**config.mk**
```make
export PLATFORM = sky130hd
export DESIGN_NAME = sync_fifo_ctrl_16x8
export DESIGN_NICKNAME = d
export VERILOG_FILES = /design/src/rtl/sync_fifo_ctrl_16x8.sv
export SDC_FILE = /design/constraint.sdc
export NUM_CORES = 1
export LEC_CHECK = 0
export CORE_MARGIN = 3
export CORE_UTILIZATION = 52
export CTS_CLUSTER_SIZE = 28
export DETAILED_ROUTE_END_ITERATION = 16
export DONT_BUFFER_PORTS = 1
export GPL_ROUTABILITY_DRIVEN = 0
export PLACE_DENSITY_LB_ADDON = 0.25
export SETUP_SLACK_MARGIN = 0.15
export SLEW_MARGIN = 20
export SYNTH_ARGS = -nofsm -noshare
export SYNTH_HDL_FRONTEND = slang
export SYNTH_SLANG_ARGS = --single-unit
```
**constraint.sdc**
```tcl
create_clock -name clk -period 7.3 [get_ports clk]
set_clock_uncertainty 0.2 [all_clocks]
set_input_delay 1.46 -clock clk [delete_from_list [all_inputs] [get_ports clk]]
set_output_delay 1.46 -clock clk [all_outputs]
set_load 0.02 [all_outputs]
```
**src/rtl/sync_fifo_ctrl_16x8.sv**
```systemverilog
// FIFO controller mastering an external 16x8 synchronous dual-port RAM.
// Tracks occupancy and pointers, issues RAM read/write strobes and flags misuse.
module sync_fifo_ctrl_16x8 #(
  parameter int ADDR_WIDTH = 4,
  parameter int DEPTH      = 16,
  parameter int DATA_WIDTH = 8
) (
  input  logic                  clk,
  input  logic                  rst,
  input  logic                  push,
  input  logic [DATA_WIDTH-1:0] push_data,
  input  logic                  pop,
  output logic [DATA_WIDTH-1:0] pop_data,
  output logic                  pop_valid,
  output logic                  full,
  output logic                  empty,
  output logic [ADDR_WIDTH:0]   count,
  output logic                  overflow,
  output logic                  underflow,
  output logic                  ram_wr_enb,
  output logic [ADDR_WIDTH-1:0] ram_wr_addr,
  output logic [DATA_WIDTH-1:0] ram_wr_data,
  output logic                  ram_rd_enb,
  output logic [ADDR_WIDTH-1:0] ram_rd_addr,
  input  logic [DATA_WIDTH-1:0] ram_rd_data
);

  localparam logic [ADDR_WIDTH:0] CNT_FULL = (ADDR_WIDTH + 1)'(DEPTH);

  logic [ADDR_WIDTH-1:0] r_wr_ptr;
  logic [ADDR_WIDTH-1:0] r_rd_ptr;
  logic [ADDR_WIDTH:0]   r_count;
  logic                  r_pop_vld_p1;
  logic                  r_overflow;
  logic                  r_underflow;

  logic w_full;
  logic w_empty;
  logic w_push_acc;
  logic w_pop_acc;
  logic w_push_drop;
  logic w_pop_drop;

  function automatic logic [ADDR_WIDTH:0] next_count(
    input logic [ADDR_WIDTH:0] c,
    input logic                inc,
    input logic                dec
  );
    logic [ADDR_WIDTH:0] n;
    n = c;
    case ({inc, dec})
      2'b10:   n = c + 1'b1;
      2'b01:   n = c - 1'b1;
      default: n = c;
    endcase
    return n;
  endfunction

  // Stage p0: flag decode and request acceptance, all combinational
  assign w_full  = (r_count == CNT_FULL);
  assign w_empty = (r_count == '0);

  // A push into a full FIFO is legal when a pop frees a slot in the same cycle;
  // the RAM's read-before-write behaviour returns the old word to the reader.
  assign w_push_acc  = push & (~w_full | pop) & ~rst;
  assign w_pop_acc   = pop & ~w_empty & ~rst;
  assign w_push_drop = push & w_full & ~pop;
  assign w_pop_drop  = pop & w_empty;

  assign ram_wr_enb  = w_push_acc;
  assign ram_wr_addr = r_wr_ptr;
  assign ram_wr_data = push_data;
  assign ram_rd_enb  = w_pop_acc;
  assign ram_rd_addr = r_rd_ptr;

  // Stage p0 -> p1: pointer, occupancy and status registers
  always_ff @(posedge clk) begin
    if (rst) begin
      r_wr_ptr     <= '0;
      r_rd_ptr     <= '0;
      r_count      <= '0;
      r_pop_vld_p1 <= 1'b0;
      r_overflow   <= 1'b0;
      r_underflow  <= 1'b0;
    end else begin
      if (w_push_acc) begin
        r_wr_ptr <= r_wr_ptr + 1'b1;
      end
      if (w_pop_acc) begin
        r_rd_ptr <= r_rd_ptr + 1'b1;
      end
      r_count      <= next_count(r_count, w_push_acc, w_pop_acc);
      r_pop_vld_p1 <= w_pop_acc;
      if (w_push_drop) begin
        r_overflow <= 1'b1;
      end
      if (w_pop_drop) begin
        r_underflow <= 1'b1;
      end
    end
  end

  // Stage p1: RAM read data arrives one cycle after the accepted pop
  assign pop_data  = ram_rd_data;
  assign pop_valid = r_pop_vld_p1;
  assign full      = w_full;
  assign empty     = w_empty;
  assign count     = r_count;
  assign overflow  = r_overflow;
  assign underflow = r_underflow;

endmodule

```
# == Word level (Yosys, flattened, before mapping) ==
# Cells that the tools add are included.
# W data, S select, Z words.
# op_classes
eq_ne,3
n_bitwise,12
add_sub_neg,4
reduce_logical,2
n_mux,1
# ops
cell,count
$pmux W5 S2,1
$add A4 B1 Y4 const B,2
$and A1 B1 Y1,7
$add A5 B1 Y5 const B,1
$eq A5 B5 Y1 const B,1
$logic_not A5 Y1,1
$sub A5 B1 Y5 const B,1
$not A1 Y1,4
$eq A2 B1 Y1 const B,1
$eq A2 B2 Y1 const B,1
$reduce_bool A2 Y1,1
$or A1 B1 Y1,1
# word_totals
regBits,16
output_inout_bits,36

# == Logic depth before layout (Yosys ltp) ==
# Gate-level depths: netlist of the first run.
# depth
depth_word,7
depth_mapped,10

# == Least setup slack after synthesis of the first run ==
# Ideal clock, no wire load.
# synth_timing
path_type,input to register
startpoint,input port rst
endpoint,"register r_count[4], in the netlist count[4]"
n_path_buf,2
t_required_ns,7.030
stages,9
setup_time_ns,0.070
path_slack_ns,3.399
arrival_time_ns,3.631
cell_sequence,clkbuf_1 clkbuf_1 nor2_1 ha_1 ha_1 a21oi_1 a21oi_1 or4_1 a21oi_1
# synth_via
elab_chain_len,4
elab_cells_between_ends,7
classes_between,2 x eq/ne; 1 x mux; 3 x bitwise; 1 x reduce/logical
# synth_lines
item,line_no,rtl
"start, declared",9,"input logic rst,"
$not A1 Y1 *,66,assign w_pop_acc = pop & ~w_empty & ~rst;
$and A1 B1 Y1 *,66,
named net ram_rd_enb,23,"output logic ram_rd_enb,"
$eq A2 B1 Y1 or $eq A2 B2 Y1 (tied branches),51,"case ({inc, dec})"
$pmux W5 S2 or $reduce_bool A2 Y1 (tied branches),n/a,
"end signal, assigned",92,"r_count <= next_count(r_count, w_push_acc, w_pop_acc);"
"end, declared",32,logic [ADDR_WIDTH:0] r_count;
# Mark *: on every way through the listed nets, which the timed path passes. The rest lies on a longest branch.
# A chain may end at the register's enable or synchronous reset.

# == Worst setup path in the final report of the first run ==
# layout_timing
startpoint,input port pop
endpoint,output port ram_wr_enb
# layout_via
elab_chain_len,3
# layout_lines
item,line_no,rtl
"start, declared",12,"input logic pop,"
$or A1 B1 Y1,65,assign w_push_acc = push & (~w_full | pop) & ~rst;
$and A1 B1 Y1 (2 in a row),65,
"end, declared",20,"output logic ram_wr_enb,"
# Every way passes these cells.

==> out/metrics.yaml, run 1 <==
outcome: "finished clean"
tightestPinTransition_ns: 0.4585
synth_nets: 130
relSlewSlack: 0.6932
syn2layout_area_growth_pct: -9.639
hpwl_mm: 1.153
grt_use_total: 0.1487
wl_mm: 1.532
synthDistinctLibCells: 29
rsz0062_at_grt: "false"
whs_endpoint: "ram_wr_addr[3]"
p_total_uw: 197.6
yosysMostFrequentCell: "nor2_1"
die_width_um: 48.40
reg2reg_depth: 9
synth_top_area_share: 0.3427
cp-start-kind: "input port"
synth_top_area_cell: "dfxtp_1"
fmax_mhz: 270.5
min_period_over_period: 0.5064
io_buffers: 0
hold_viol: 0
netlist_top_cells_count: "nor2_1 (18), buf_4 (16), dfxtp_1 (16)"
nNetsFinal: 115
syn_area_per_cell_um2: 9.074
drt-initial-drc-count: 4
critical_path_class: "input port to output pin"
ys_seq_area_frac: 0.3427
hp-start: "ram_wr_addr[3]"
dp.cells: 107
place_ws_ns: 3.541
report.final.slew_viol_count: 0
holdPathStages: 2
diodes: 0
numClockSinks: 16
min_period_ns: 3.697
ir_drop_mv: 0.1181
vias: 591
clk_pin_slew_ns: 0.08
synth_cells: 103
synth_ff_type: "dfxtp_1"
die_height_um: 48.40
fin_util: 0.5298
cp-end-kind: "output pin"
grt_overflow: 0
antenna_found_initial: 0
wl_per_cell_um: 13.93
holdBufCountCts: 0
drive_gt1_frac: 0.08140
ff2ff_setup_slack_ns: 3.96
grt_pass1_vias: 622
std_cell_rows: 14
core_area_um2: 1594
hold_class: "flip-flop to flip-flop"
synth_edf_count: 0
maxCapViolCount: 0
ios: 56
cts-resized-gates: 0
ys_top_cells_by_area: "dfxtp_1 (34%), buf_4 (13%), ha_1 (8.0%)"
fin_cells: 110
cts-root-buf: "clkbuf_4"
async_flop_share: 0
arrival_ns: 2.04
power.density_nw_per_um2: 234.0
r2r_start: "count[1]"
finalSetupTns_ns: 0
max-clock-path-buffers: 2
cts_buffers: 3
cp_max_fo: 7
dieArea_um2: 2342
ys_ff_latch: 16
reg2reg_to: "count[4]"
cts_tree: "done"
via_per_inst: 5.373
start_util: 0.5863
ys.warnings.count: 0
firstDrtPassIters: 2
leakagePower_uw: 0.0003607
setup_viol: 0
grt_pass1_wl_mm: 2.766
worstPathRequired_ns: 5.64
clock_latency_ns: 0.28
fin_ws_ns: 3.603
cts_setup_buffers: 0
ctsHtreeMaxLevel: 1
ant_nets: 0
synthesis.area_um2: 934.6
grt_max_degree: 21
drc_errors: 0
[registers in the layout (all words and copies together), names as in the netlist]
name	cells
overflow	1
ram_wr_addr	4
ram_rd_addr	4
pop_valid	1
count	5
underflow	1
[power by group]
group | internal, uW | switching, uW | leakage, uW
clock network | 19.2 | 25.7 | 0.0000138
registers | 94.3 | 17.5 | 0.000130
logic | 15.8 | 25.2 | 0.000217
[cell usage in the layout (no fill, tap or decap)]
cell type   n
o21ai_1     1
mux2i_1     3
fa_1        1
o31ai_4     1
a21oi_1     8
clkbuf_4    3
nor4_1      1
nor2_1     18
and3_1      2
o21ai_2     1
o31ai_1     1
inv_1       3
a21o_1      1
o311ai_2    1
nand3_1     2
nor4bb_1    1
o211ai_1    2
xnor2_1     1
ha_1        6
or3_1       2
dfxtp_1    16
or2_1       1
or4_4       1
or4_1       1
nand2_1     1
xor2_1      6
nor3_1      1
[through the flow]
step | cell area (um2) | hold slack [ns]
floorplan | 934.6 | 0.3621
global placement | 822.0 | 0.3699
detailed placement | 822.0 | 0.3814
CTS | 844.6 | 0.3955
global route | 844.6 | 0.4301
finish | 844.6 | 0.3871
[worst max-delay path: stages]
cell and delay (ns):
o31ai_4 0.30, or2_1 0.17, inv_1 0.11
[how the worst max path moves through the flow]
stage / from / end / cells past startpoint
2_1_floorplan: rst / count[4] / 9
3_3_place_gp: pop / ram_wr_enb / 3
3_5_place_dp: pop / count[4] / 8
4_1_cts: pop / ram_wr_enb / 3
5_1_grt: pop / ram_wr_enb / 3
6_report: pop / ram_wr_enb / 3
[cells by family (layout without fill, tap and decap cells)]
family,after synthesis,in the layout,share of synthesized area
AND/OR/NAND/NOR,31,31,0.1633
buffers and inverters,23,6,0.1647
AO/OA/AOI/OAI,16,16,0.1299
flip-flops,16,16,0.3427
adder cells (fa/ha/maj),7,7,0.1017
XOR/XNOR,7,7,0.06560
multiplexers,3,3,0.03213
[routing by layer]
metal,part of all wire,GRT usage,routed length [um],vias to the layer above
met3,0.11,0.08282,173,14
met5,0,0,0,-
met4,0.029,0.08531,45,0
met1,0.43,0.1524,657,254
met2,0.43,0.2385,656,21
li1,-,-,-,302
[layout make-up]
type	count	area, um2
clock buffer	3	22.52
inverter	3	11.26
fill	148	749.5
multi-input combinational	64	460.4
sequential	16	320.3
tap	24	30.03
(Power assumes the default switching activity.)
==> inputs of run 2 (changes only) <==
==> constraint.sdc (replaced) <==
create_clock -name clk -period 3.2 [get_ports clk]
set_clock_uncertainty 0.2 [all_clocks]
set_input_delay 0.64 -clock clk [delete_from_list [all_inputs] [get_ports clk]]
set_output_delay 0.64 -clock clk [all_outputs]
set_load 0.02 [all_outputs]
==> run 2 against run 1 <==
Cell count up 7.3%. Sequential power up 120%. First-iteration DRC count up 75%. Hold slack worse by 0.19 ns. Worst setup slack worse by 3.3 ns. Critical path type is now flip-flop to flip-flop. Highest routed layer unchanged.
==> out/metrics.yaml, run 2 (synthesis results as in run 1) <==
drt-initial-drc-count: 7  # was 4
largest_register_ffs: 5  # unchanged
io_buffers: 0  # unchanged
fmax_mhz: 341.9
cts-root-buf: "clkbuf_4"  # unchanged
setup_viol: 0  # unchanged
cp_max_fo: 8  # was 7
grt_max_degree: 21  # unchanged
p_clk_frac: 0.271  # was 0.227
final_common_cell: "nor2_1"  # unchanged
finalSetupTns_ns: 0  # unchanged
report.final.slew_viol_count: 0  # unchanged
power.density_nw_per_um2: 544.2  # was 234.0 nW/um2
drive_gt1_frac: 0.2021  # was 0.08140
ir_drop_mv: 0.2858  # was 0.1181 mV
switching_share: 0.3391  # was 0.3459
nNetsFinal: 122  # was 115
start_util: 0.5863  # unchanged
fin_util: 0.5879  # was 0.5298
wl_per_cell_um: 14.80  # was 13.93 um
clk_pin_slew_ns: 0.10  # was 0.08 ns
leakagePower_uw: 0.0004078  # was 0.0003607 uW
hold_class: "input port to flip-flop"  # was flip-flop to flip-flop
critPathLaunch: "count[2]"  # was pop
switchingPower_uw: 172.9  # was 68.35 uW
core_area_um2: 1594  # unchanged
relSlewSlack: 0.7096  # was 0.6932
fin_ws_ns: 0.2755  # was 3.603 ns
whs_ns: 0.2006  # was 0.3871 ns
diodes: 0  # unchanged
syn2layout_area_growth_pct: 0.2678  # was -9.639%
p_seq_frac: 0.472  # was 0.566
worstPathRequired_ns: 3.23  # was 5.64 ns
wl_mm: 1.746  # was 1.532 mm
ff2ff_setup_slack_ns: 0.28  # was 3.96 ns
outcome: "finished clean"  # unchanged
rsz0062_at_grt: "false"  # unchanged
arrival_ns: 2.96  # was 2.04 ns
vias: 640  # was 591
holdBufCountCts: 0  # unchanged
r2r_start: "count[2]"  # was count[1]
maxCapViolCount: 0  # unchanged
drc_errors: 0  # unchanged
cts_buffers: 3  # unchanged
antenna_found_initial: 0  # unchanged
intPower_uw: 337.1  # was 129.3 uW
final_cell_mix: "nor2_1 (17), dfxtp_1 (15), a21oi_1 (8)"  # was nor2_1 (18), dfxtp_1 (16), a21oi_1 (8)
ctsHtreeMaxLevel: 1  # unchanged
hpwl_mm: 1.315  # was 1.153 mm
hp-start: "rst"  # was ram_wr_addr[3]
ios: 56  # unchanged
seqCellArea_um2: 321.6  # was 320.3 um2
grt_pass1_vias: 636  # was 622
grt_overflow: 0  # unchanged
cp-start-kind: "flip-flop"  # was input port
clock_latency_ns: 0.29  # was 0.28 ns
die_width_um: 48.40  # unchanged
combPwrFrac: 0.256  # was 0.207
place_ws_ns: 0.2463  # was 3.541 ns
hold_viol: 0  # unchanged
grt_use_total: 0.1565  # was 0.1487
dieArea_um2: 2342  # unchanged
std_cell_rows: 14  # unchanged
numClockSinks: 16  # unchanged
multiInputGateArea_um2: 485.5  # was 460.4 um2
die_height_um: 48.40  # unchanged
grt_pass1_wl_mm: 2.918  # was 2.766 mm
nFillCells: 135  # was 148
min_period_ns: 2.924
via_per_inst: 5.424  # was 5.373
firstDrtPassIters: 2  # unchanged
cp-end-kind: "flip-flop"  # was output pin
tightestPinTransition_ns: 0.4340  # was 0.4585 ns
cts_tree: "done"  # unchanged
ant_nets: 0  # unchanged
p_total_uw: 510.0  # was 197.6 uW
critical_path_class: "flip-flop to flip-flop"  # was input port to output pin
min_period_over_period: 0.9139
max-clock-path-buffers: 2  # unchanged
## run 2: path summary, 6_finish.rpt
check / end / cells after the start
worst min-delay path: count[1] / 1
worst max register to register: count[4] / 9
worst min register to register: count[4] / 2
worst max-delay path: count[4] / 9
## run 2: through the flow
step                      instances  area, um2
after floorplan                 103      940.9
after global placement          114      880.8
after detailed placement        114      880.8
after CTS                       118      917.1
after global routing            118      937.1
final                           118      937.1
## run 2: power groups by stage
stage	sequential [uW]	combinational (uW)	clock, uW
4_1_cts	241	125	138
5_1_grt	243	144	153
6_report	241	131	138
3_3_place_gp	246	121	0
2_1_floorplan	255	125	0
3_5_place_dp	246	124	0
## run 2: area by class of cell
| class | instances | share of cell area |
|---|---|---|
| multi-input combinational | 64 | 0.5180 |
| timing repair buffer | 7 | 0.05607 |
| inverter | 3 | 0.01202 |
| tap | 24 | 0.03204 |
| sequential | 16 | 0.3431 |
| clock buffer | 4 | 0.03872 |
## run 2: repair_timing
item                       4_1_cts  5_1_grt
setup endpoints to repair        0        1
gates resized for setup          0        3
setup buffers                    0        0
## run 2: critical path, stage by stage, from the launching register on
cell and delay (ns):
dfxtp_1 0.34, or4_4 0.60, o31ai_4 0.22, or2_4 0.17
ha_4 0.16, ha_1 0.27, a21oi_1 0.19, a21oi_1 0.10
or4_1 0.47, a21oi_1 0.14
## run 2: layer usage
layer,up-vias,GRT usage,routed length (um)
met3,12,0.05521,162
li1,319,-,-
met4,0,0.09005,47
met1,294,0.1733,699
met5,-,0,0
met2,15,0.2592,837
